===== src/rtl/axi_addr_router_pkg.sv =====
// Shared types and constants for the address router.
package axi_addr_router_pkg;

  // Router FSM: IDLE while nothing is outstanding, ACTIVE otherwise.
  typedef enum logic {
    IDLE   = 1'b0,
    ACTIVE = 1'b1
  } state_t;

  // Width of the outstanding-transaction counter.
  localparam int unsigned OUTS_W = 8;

  // Target encoding width: slaves 0..slv_n-1 plus the default slave at index slv_n.
  function automatic int unsigned tgt_w(input int unsigned slv_n);
    return $clog2(slv_n + 1);
  endfunction

endpackage


===== src/rtl/axi_addr_slice.sv =====
// One-entry valid/ready register slice.
module axi_addr_slice #(
  parameter int unsigned DW = 8
) (
  input  logic          clk,
  input  logic          rst,
  input  logic          in_valid,
  input  logic [DW-1:0] in_data,
  output logic          in_ready,
  output logic          out_valid,
  output logic [DW-1:0] out_data,
  input  logic          out_ready
);

  logic          full_q;
  logic [DW-1:0] data_q;

  // Space is available when empty or when the held entry leaves this cycle.
  assign in_ready  = !full_q || out_ready;
  assign out_valid = full_q;
  assign out_data  = data_q;

  // Load on accept, drain on downstream handshake; data holds while stalled.
  always_ff @(posedge clk) begin
    if (rst) begin
      full_q <= 1'b0;
      data_q <= '0;
    end else if (in_valid && in_ready) begin
      full_q <= 1'b1;
      data_q <= in_data;
    end else if (out_ready) begin
      full_q <= 1'b0;
    end
  end

endmodule


===== src/rtl/axi_addr_router.sv =====
// Address decoder/router with one-entry output slice and outstanding-transaction
// tracking that blocks target switches while responses are pending.
module axi_addr_router
  import axi_addr_router_pkg::*;
#(
  parameter int unsigned                SLV_N      = 8,
  parameter int unsigned                AW         = 32,
  parameter logic [SLV_N-1:0][AW-1:0]   SLV_ADDR_L = '0,
  parameter logic [SLV_N-1:0][AW-1:0]   SLV_ADDR_H = '0,
  parameter logic [SLV_N-1:0]           SLV_ACCESS = '1,
  parameter int unsigned                MAX_OUTS   = 8
) (
  input  logic              i_clk,
  input  logic              i_rst,
  input  logic [AW-1:0]     i_addr,
  input  logic              i_valid,
  output logic              o_ready,
  output logic [AW-1:0]     o_addr,
  output logic [SLV_N-1:0]  o_sel,
  output logic              o_sel_ds,
  input  logic [SLV_N-1:0]  i_slv_ready,
  input  logic              i_ds_ready,
  input  logic              i_done,
  output logic [OUTS_W-1:0] o_outs,
  output logic              o_err
);

  localparam int unsigned       TW       = tgt_w(SLV_N);
  localparam logic [TW-1:0]     DS       = TW'(SLV_N);
  localparam logic [OUTS_W-1:0] OUTS_MAX = OUTS_W'(MAX_OUTS);

  logic [TW-1:0]     dec_tgt;
  logic              dec_found;
  logic              slc_in_ready;
  logic              slc_valid;
  logic [TW-1:0]     slc_tgt;
  logic              fwd_ready;
  logic              stall;
  logic              accept;
  state_t            state_q, state_d;
  logic [TW-1:0]     cur_tgt_q, cur_tgt_d;
  logic [OUTS_W-1:0] outs_q, outs_d;
  logic              err_q, err_d;

  // Address decode: first (lowest-index) enabled range containing i_addr wins.
  always_comb begin
    dec_tgt   = DS;
    dec_found = 1'b0;
    for (int unsigned i = 0; i < SLV_N; i++) begin
      if (!dec_found && SLV_ACCESS[i] &&
          (i_addr >= SLV_ADDR_L[i]) && (i_addr <= SLV_ADDR_H[i])) begin
        dec_tgt   = TW'(i);
        dec_found = 1'b1;
      end
    end
  end

  // Ready of whichever downstream the held entry targets.
  always_comb begin
    fwd_ready = i_ds_ready;
    for (int unsigned i = 0; i < SLV_N; i++) begin
      if (slc_tgt == TW'(i)) fwd_ready = i_slv_ready[i];
    end
  end

  // One-hot slave select; at most one of o_sel/o_sel_ds since slc_tgt is a single code.
  always_comb begin
    o_sel = '0;
    for (int unsigned i = 0; i < SLV_N; i++) begin
      o_sel[i] = slc_valid && (slc_tgt == TW'(i));
    end
    o_sel_ds = slc_valid && (slc_tgt == DS);
  end

  assign stall   = ((outs_q != '0) && (dec_tgt != cur_tgt_q)) ||
                   ((outs_q == OUTS_MAX) && !i_done);
  assign o_ready = slc_in_ready && !stall && !i_rst;
  assign accept  = i_valid && o_ready;

  axi_addr_slice #(
    .DW (AW + TW)
  ) u_slice (
    .clk       (i_clk),
    .rst       (i_rst),
    .in_valid  (accept),
    .in_data   ({dec_tgt, i_addr}),
    .in_ready  (slc_in_ready),
    .out_valid (slc_valid),
    .out_data  ({slc_tgt, o_addr}),
    .out_ready (fwd_ready)
  );

  // Counter, underflow flag and IDLE/ACTIVE next-state; state tracks count != 0.
  always_comb begin
    outs_d    = outs_q;
    err_d     = err_q;
    state_d   = state_q;
    cur_tgt_d = cur_tgt_q;
    if (accept && !i_done) begin
      outs_d = outs_q + OUTS_W'(1);
    end else if (!accept && i_done && (outs_q != '0)) begin
      outs_d = outs_q - OUTS_W'(1);
    end
    if (i_done && (outs_q == '0)) err_d = 1'b1;
    case (state_q)
      IDLE: begin
        if (accept) cur_tgt_d = dec_tgt;
        if (outs_d != '0) state_d = ACTIVE;
      end
      ACTIVE: begin
        if (outs_d == '0) state_d = IDLE;
      end
      default: state_d = IDLE;
    endcase
  end

  // State, target, count and error registers.
  always_ff @(posedge i_clk) begin
    if (i_rst) begin
      state_q   <= IDLE;
      cur_tgt_q <= DS;
      outs_q    <= '0;
      err_q     <= 1'b0;
    end else begin
      state_q   <= state_d;
      cur_tgt_q <= cur_tgt_d;
      outs_q    <= outs_d;
      err_q     <= err_d;
    end
  end

  assign o_outs = outs_q;
  assign o_err  = err_q;

endmodule


===== config.mk =====
export PLATFORM = sky130hd
export DESIGN_NAME = axi_addr_router
export DESIGN_NICKNAME = d
export VERILOG_FILES = /design/src/rtl/axi_addr_router_pkg.sv /design/src/rtl/axi_addr_slice.sv /design/src/rtl/axi_addr_router.sv
export SDC_FILE = /design/constraint.sdc
export NUM_CORES = 1
export LEC_CHECK = 0
export ABC_CLOCK_PERIOD_IN_PS = 2230
export CAP_MARGIN = 10
export CELL_PAD_IN_SITES_DETAIL_PLACEMENT = 1
export CELL_PAD_IN_SITES_GLOBAL_PLACEMENT = 1
export CORE_MARGIN = 4
export CORE_UTILIZATION = 27
export DETAILED_ROUTE_END_ITERATION = 6
export GPL_TIMING_DRIVEN = 0
export PLACE_DENSITY = 0.81
export SYNTH_ARGS = -nofsm -noshare
export SYNTH_HDL_FRONTEND = slang
export SYNTH_SLANG_ARGS = --single-unit

===== constraint.sdc =====
create_clock -name i_clk -period 2.23 [get_ports i_clk]
set_input_delay 0.446 -clock i_clk [delete_from_list [all_inputs] [get_ports i_clk]]
set_output_delay 0.446 -clock i_clk [all_outputs]
set_load 0.005 [all_outputs]

Word level (Yosys, flattened, before mapping)
Index checks and enable logic that the tools add are counted.

word-level totals
  register bits = 51
  bits in latches = 0
  bits in writable memories = 0
  memory bits (read-only) = 0
  logic and storage cells = 106
  memories = 0

cells by class
  add/subtract/negate cells = 2
  $mul = 0
  divide/modulo/power cells = 0
  $lt $le $gt $ge = 2
  eq/ne operators = 10
  shift operators = 0
  mux-type cells = 30
  bitwise operators = 1
  reductions and logical operators = 55

operators with widths
  operator                                                                               count
  1-bit logical AND                                                                      34
  32-bit by 1-bit greater-or-equal comparator with 1-bit output (second input constant)  1
  32-bit by 1-bit less-or-equal comparator with 1-bit output (second input constant)     1
  4-bit two-way mux                                                                      8
  1-bit two-way mux                                                                      19
  4-bit by 3-bit equality test with 1-bit output (second input constant)                 4
  8-bit logical NOT                                                                      2
  8-bit two-way mux                                                                      2
  8-bit nonzero test                                                                     2
  1-bit logical NOT                                                                      12
  8-bit by 1-bit adder with 8-bit output (second input constant)                         1
  4-bit by 2-bit equality test with 1-bit output (second input constant)                 2
  8-bit by 4-bit equality test with 1-bit output (second input constant)                 1
  8-bit by 1-bit subtractor with 8-bit output (second input constant)                    1
  4-bit by 1-bit equality test with 1-bit output (second input constant)                 1
  4-bit equality test (second input constant)                                            1
  4-bit logical NOT                                                                      1
  4-bit != test                                                                          1
  1-bit logical OR                                                                       2
  1-bit one-hot mux with 2 select lines                                                  1
  2-bit AND reduction                                                                    1
  2-bit nonzero test                                                                     1
  1-bit NOT                                                                              1

Longest topological paths before layout
Gate-level depths: netlist of the first run.

  depth in word-level cells = 46
  gate-level depth with buffers = 9
  gate-level depth less buffers = 9

Cells and area by module
A second synthesis of the first run with hierarchy kept.

second synthesis, totals
  cell total of the unflattened synthesis = 324
  area total of the unflattened synthesis = 2889.0 um^2

by module, submodules not included
  module           instances  cells each  area each (um^2)  seq. area each (um^2)
  axi_addr_slice   1          168         1690.4            740.7
  axi_addr_router  1          156         1198.6            220.2

Worst setup path before layout of the first run
No wires, ideal clock.

  path type = input to register
  from = in i_addr[17]
  to = reg state_q
  arrival time = 2091 ps
  data required time = 2092 ps
  setup slack = 2 ps
  stages = 8
  buffers on the path = 0
  cell sequence = nor4_2 > nand4_1 > nor3_4 > o21ai_2 > and3_4 > or3_4 > a21oi_2 > a41oi_1

between the ends
  cells in the longest elaborated chain, start to end = 46
  elaborated cells between the ends (all ways) = 57
  classes of those cells = 2 x order compare; 1 x eq/ne; 20 x mux; 34 x reduce/logical

RTL lines
  what                                                                                                                                                line                                            text
  from (decl)                                                                                                                                         axi_addr_router.sv:15                           input logic [AW-1:0] i_addr,
  32-bit by 1-bit greater-or-equal comparator with 1-bit output / 32-bit by 1-bit less-or-equal comparator with 1-bit output (equally long branches)  axi_addr_router.sv:51                           (i_addr >= SLV_ADDR_L[i]) && (i_addr <= SLV_ADDR_H[i])) begin
  1-bit logical AND                                                                                                                                   axi_addr_router.sv:51
  1-bit two-way mux                                                                                                                                   axi_addr_router.sv:50                           if (!dec_found && SLV_ACCESS[i] &&
  1-bit logical NOT                                                                                                                                   axi_addr_router.sv:50
  1-bit logical AND                                                                                                                                   axi_addr_router.sv:50
  1-bit logical AND                                                                                                                                   axi_addr_router.sv:51
  1-bit two-way mux                                                                                                                                   axi_addr_router.sv:50
  1-bit logical NOT                                                                                                                                   axi_addr_router.sv:50
  [29 not listed]                                                                                                                                     -
  1-bit logical AND (*)                                                                                                                               axi_addr_router.sv:78                           assign accept = i_valid && o_ready;
  1-bit logical NOT                                                                                                                                   axi_addr_router.sv:101                          end else if (!accept && i_done && (outs_q != '0)) begin
  1-bit logical AND (2 in series)                                                                                                                     axi_addr_router.sv:101
  8-bit two-way mux                                                                                                                                   axi_addr_router.sv:101
  8-bit two-way mux (*)                                                                                                                               axi_addr_router.sv:99                           if (accept && !i_done) begin
  8-bit logical NOT / 8-bit nonzero test (equally long branches)                                                                                      axi_addr_router.sv:111, axi_addr_router.sv:108
  1-bit two-way mux (on tied branches)                                                                                                                axi_addr_router.sv:111, axi_addr_router.sv:108
  1-bit one-hot mux with 2 select lines (*)                                                                                                           axi_addr_router.sv:105                          case (state_q)
  to (signal assigned)                                                                                                                                axi_addr_router.sv:125                          state_q <= state_d;
  to (decl)                                                                                                                                           axi_addr_router.sv:40                           state_t state_q, state_d;

Every way passes the cells marked *; elsewhere a longest branch is shown, timed or not.
A chain may end at the register's enable or synchronous reset.

Final worst setup path of the first run
  from = in i_addr[16]
  to = reg state_q

The elaborated chain is that of the path after synthesis.

==> results.py, run 1 <==
metrics = {
    "outcome": {
        "status": "finished, violations left",
        "failed_checks": "setup timing",
    },
    "cells_and_area": {
        "final_cells": 501,
        "final_util_pct": 44.51,
        "fin_nets": 445,
        "postLayoutCellArea_sq_um": 3657,
        "antennaDiodeCount": 0,
        "synthToLayoutAreaGrowth_pct": 59.99,
        "drive_gt1_share_pct": 30.05,
    },
    "global_routing": {
        "grt_pass1_vias": 2723,
        "antenna_found_initial": 0,
        "grt_pass1_wl_um": 13610,
        "grt-ovfl-total": 0,
        "grt_usage_pct": 16.99,
        "grt_start_max_net_pins": 15,
    },
    "timing": {
        "tightest_slew_ps": 576.9,
        "finalWorstSetupSlack_ps": -35.87,
        "skew_ps": 12.91,
        "final_hold_viol_count": 0,
        "finalSetupViolCount": 2,
        "drv_slew": 0,
        "period_share_pct": 101.6,
        "fin_crit_ps": 2266,
        "whs_ps": 391.0,
        "fmax_mhz": 441.3,
        "fin_tns_setup_ps": -55.23,
        "rsz0062_at_grt": "yes",
        "max_slew_margin_pct": 61.54,
    },
    "clocking": {
        "root_buffer": "clkbuf_8",
        "clk_latency_ps": 300,
        "numCtsBuffers": 5,
        "cts_buffer_depth": 2,
        "cts_num_sinks": 45,
        "htreeDepth": 2,
        "path_clk_slew_ps": 90,
        "cts_tree": "yes",
    },
    "die": {
        "fp.dieArea_sq_um": 10000,
        "core_sq_um": 8217,
        "initial_core_util_pct": 27.82,
        "placement_rows": 33,
        "dieWidth_um": 100.0,
        "die_height_um": 100.0,
        "io_pins": 96,
    },
    "pwr": {
        "ir_drop_mv": 0.2519,
        "p_per_area_nw_per_um2": 860.6,
        "p_leak_nw": 1.391,
        "p_total_mw": 3.148,
    },
    "drt": {
        "drt_first_pass_iters": 4,
        "wirelength_um": 8406,
        "viasPerCell": 4.938,
        "vias": 2474,
        "route.detailed.drc": 0,
        "antenna_left": 0,
        "wl_per_cell_um": 16.78,
        "drtIter0Drc": 81,
    },
    "setup_path": {
        "r2r-end": "state_q",
        "worstRegToRegCells": 8,
        "path_cells": "dlygate4sd2_1 > nor4_4 > nand4_1 > nor3_4 > buf_6 > o21ai_4 > and3_4 > or3_4 > a21oi_2 > a41oi_2",
        "critPathMaxStageDelay_ps": 370,
        "path_buf_inv": 2,
        "worstSetupStartpointType": "input pin",
        "worstSetupEndpoint": "state_q",
        "cp-startpoint": "i_addr[16]",
        "critPathArrivalTime_ps": 2430,
        "crit_required_ps": 2390,
        "cp.depth": 10,
        "reg2reg_setup_slack_ps": -30,
        "crit_path_end_kind": "flip-flop",
        "cp_slowest_cell": "or3_4",
        "crit_family": "simple AND/OR/NAND/NOR gates",
        "critPathMaxFanout": 4,
        "crit_type": "in -> reg",
        "reg2reg_from": "o_outs[4]",
    },
    "min_path": {
        "hold_class": "in -> reg",
        "min_path_cells": 3,
    },
    "synthesis": {
        "synth_flop_cell": "dfxtp_1",
        "yosys.cell_types.count": 49,
        "syn_avg_cell_area_sq_um": 8.021,
        "yosys_warnings": 0,
        "synthMostInstantiatedCell": "nand2_1",
        "synth_cells": 285,
        "ys_seq_area_share_pct": 39.41,
        "synth_edf_count": 0,
        "synth-seq-cells": 45,
        "synth_commonest_cells": "nand2_1 (74), dfxtp_1 (45), a21oi_1 (41)",
        "synthArstFlopShare_pct": 0,
        "synth_top_area_share_pct": 39.41,
        "synth_area_leader_cell": "dfxtp_1",
        "synth_area_leaders": "dfxtp_1 (39%), nand2_1 (12%), a21oi_1 (9.0%)",
        "syn_area_sq_um": 2286,
    },
    "place": {
        "portBuffers": 81,
        "dpl.hpwl_um": 5916,
        "place_congestion": 0.8323,
        "place_inst": 477,
        "post-place-ws_ps": -1009,
        "placed_area_sq_um": 3251,
    },
    "job": {
        "drv_cap": 0,
    },
}
-- repair_timing --
| item | in CTS | in global routing |
|---|---|---|
| gates cloned | 0 | 0 |
| buffers inserted | 17 | 3 |
| pin swaps | 33 | 26 |
| hold endpoints to repair | 0 | 0 |
| hold buffers | 0 | 0 |
| endpoints found under the setup margin | 45 | 44 |
| gates resized for setup | 157 | 39 |
-- flip-flops by register name (all words and copies together) (netlist names) --
| register | count |
|---|---|
| u_slice.out_valid | 1 |
| o_err | 1 |
| cur_tgt_q | 1 |
| u_slice.out_data | 33 |
| state_q | 1 |
| o_outs | 8 |
-- layer usage --
| metal | track usage, % | vias up | part of all wire (%) |
|---|---|---|---|
| li1 | - | 1196 | - |
| met1 | 18.98 | 1183 | 39 |
| met2 | 31.04 | 80 | 53 |
| met3 | 4.795 | 15 | 6.9 |
| met4 | 5.389 | 0 | 1.4 |
| met5 | 0 | - | 0 |
-- layout make-up --
| cell class | count | area, sq um |
|---|---|---|
| Buffer | 20 | 131.4 |
| Multi-Input combinational cell | 218 | 1473 |
| Clock buffer | 5 | 68.82 |
| Inverter | 6 | 22.52 |
| Timing Repair Buffer | 101 | 915.9 |
| Clock inverter | 1 | 5.005 |
| Fill cell | 970 | 4559 |
| Sequential cell | 45 | 909.6 |
| Tap cell | 105 | 131.4 |
-- worst register-to-register path: cells and delay by family (launching register included) --
kind	cells	cell delay, ps
multiplexers	2	360
buffers and inverters	1	170
flip-flops	1	320
AND/OR/NAND/NOR	2	580
AO/OA/AOI/OAI	3	690
-- cell families (layout without fill, tap and decap cells) --
family	Yosys count	in the layout	synth area share [%]
buffers and inverters	28	133	6.240
adders and majority gates	3	3	1.642
xor gates and xnor gates	3	3	1.150
and+or+nand+nor	135	135	31.04
muxes	4	4	1.752
AOI/OAI and AO/OA	66	66	18.61
other	1	7	0.1640
DFF	45	45	39.41
-- power breakdown --
part,switching [mW],total [mW],internal [mW]
Clock,0.282,0.489,0.207
Combinational,0.787,1.56,0.774
Sequential,0.159,1.10,0.939
Total,1.23,3.15,1.92
-- cell usage in the layout, fill, tap and decap left out, types with 5 or more instances in the layout --
cell type / n
buf_2: 15
nor4_4: 9
nand4_1: 5
clkbuf_8: 5
buf_4: 25
buf_6: 14
clkdlybuf4s50_1: 45
nor2_1: 13
nand2_1: 74
conb_1: 7
inv_1: 6
dfxtp_1: 42
a21oi_1: 39
-- worst min-delay path by stage --
stage / slack [ps] / startpoint / endpoint
2_1_floorplan: 450 / u_slice.out_data[0] / u_slice.out_data[0]
3_3_place_gp: 440 / u_slice.out_data[8] / u_slice.out_data[8]
3_5_place_dp: 450 / u_slice.out_data[27] / u_slice.out_data[27]
4_1_cts: 380 / i_addr[5] / u_slice.out_data[5]
5_1_grt: 380 / i_addr[15] / u_slice.out_data[15]
6_report: 390 / i_addr[1] / u_slice.out_data[1]
Note: power is estimated with default switching activity, not from simulation.
==> run 2: changes to the inputs <==
CTS_CLUSTER_SIZE = 14   (was default)
==> results of run 2 <==
Final layout, timing and power as in run 1 (identical DEF).
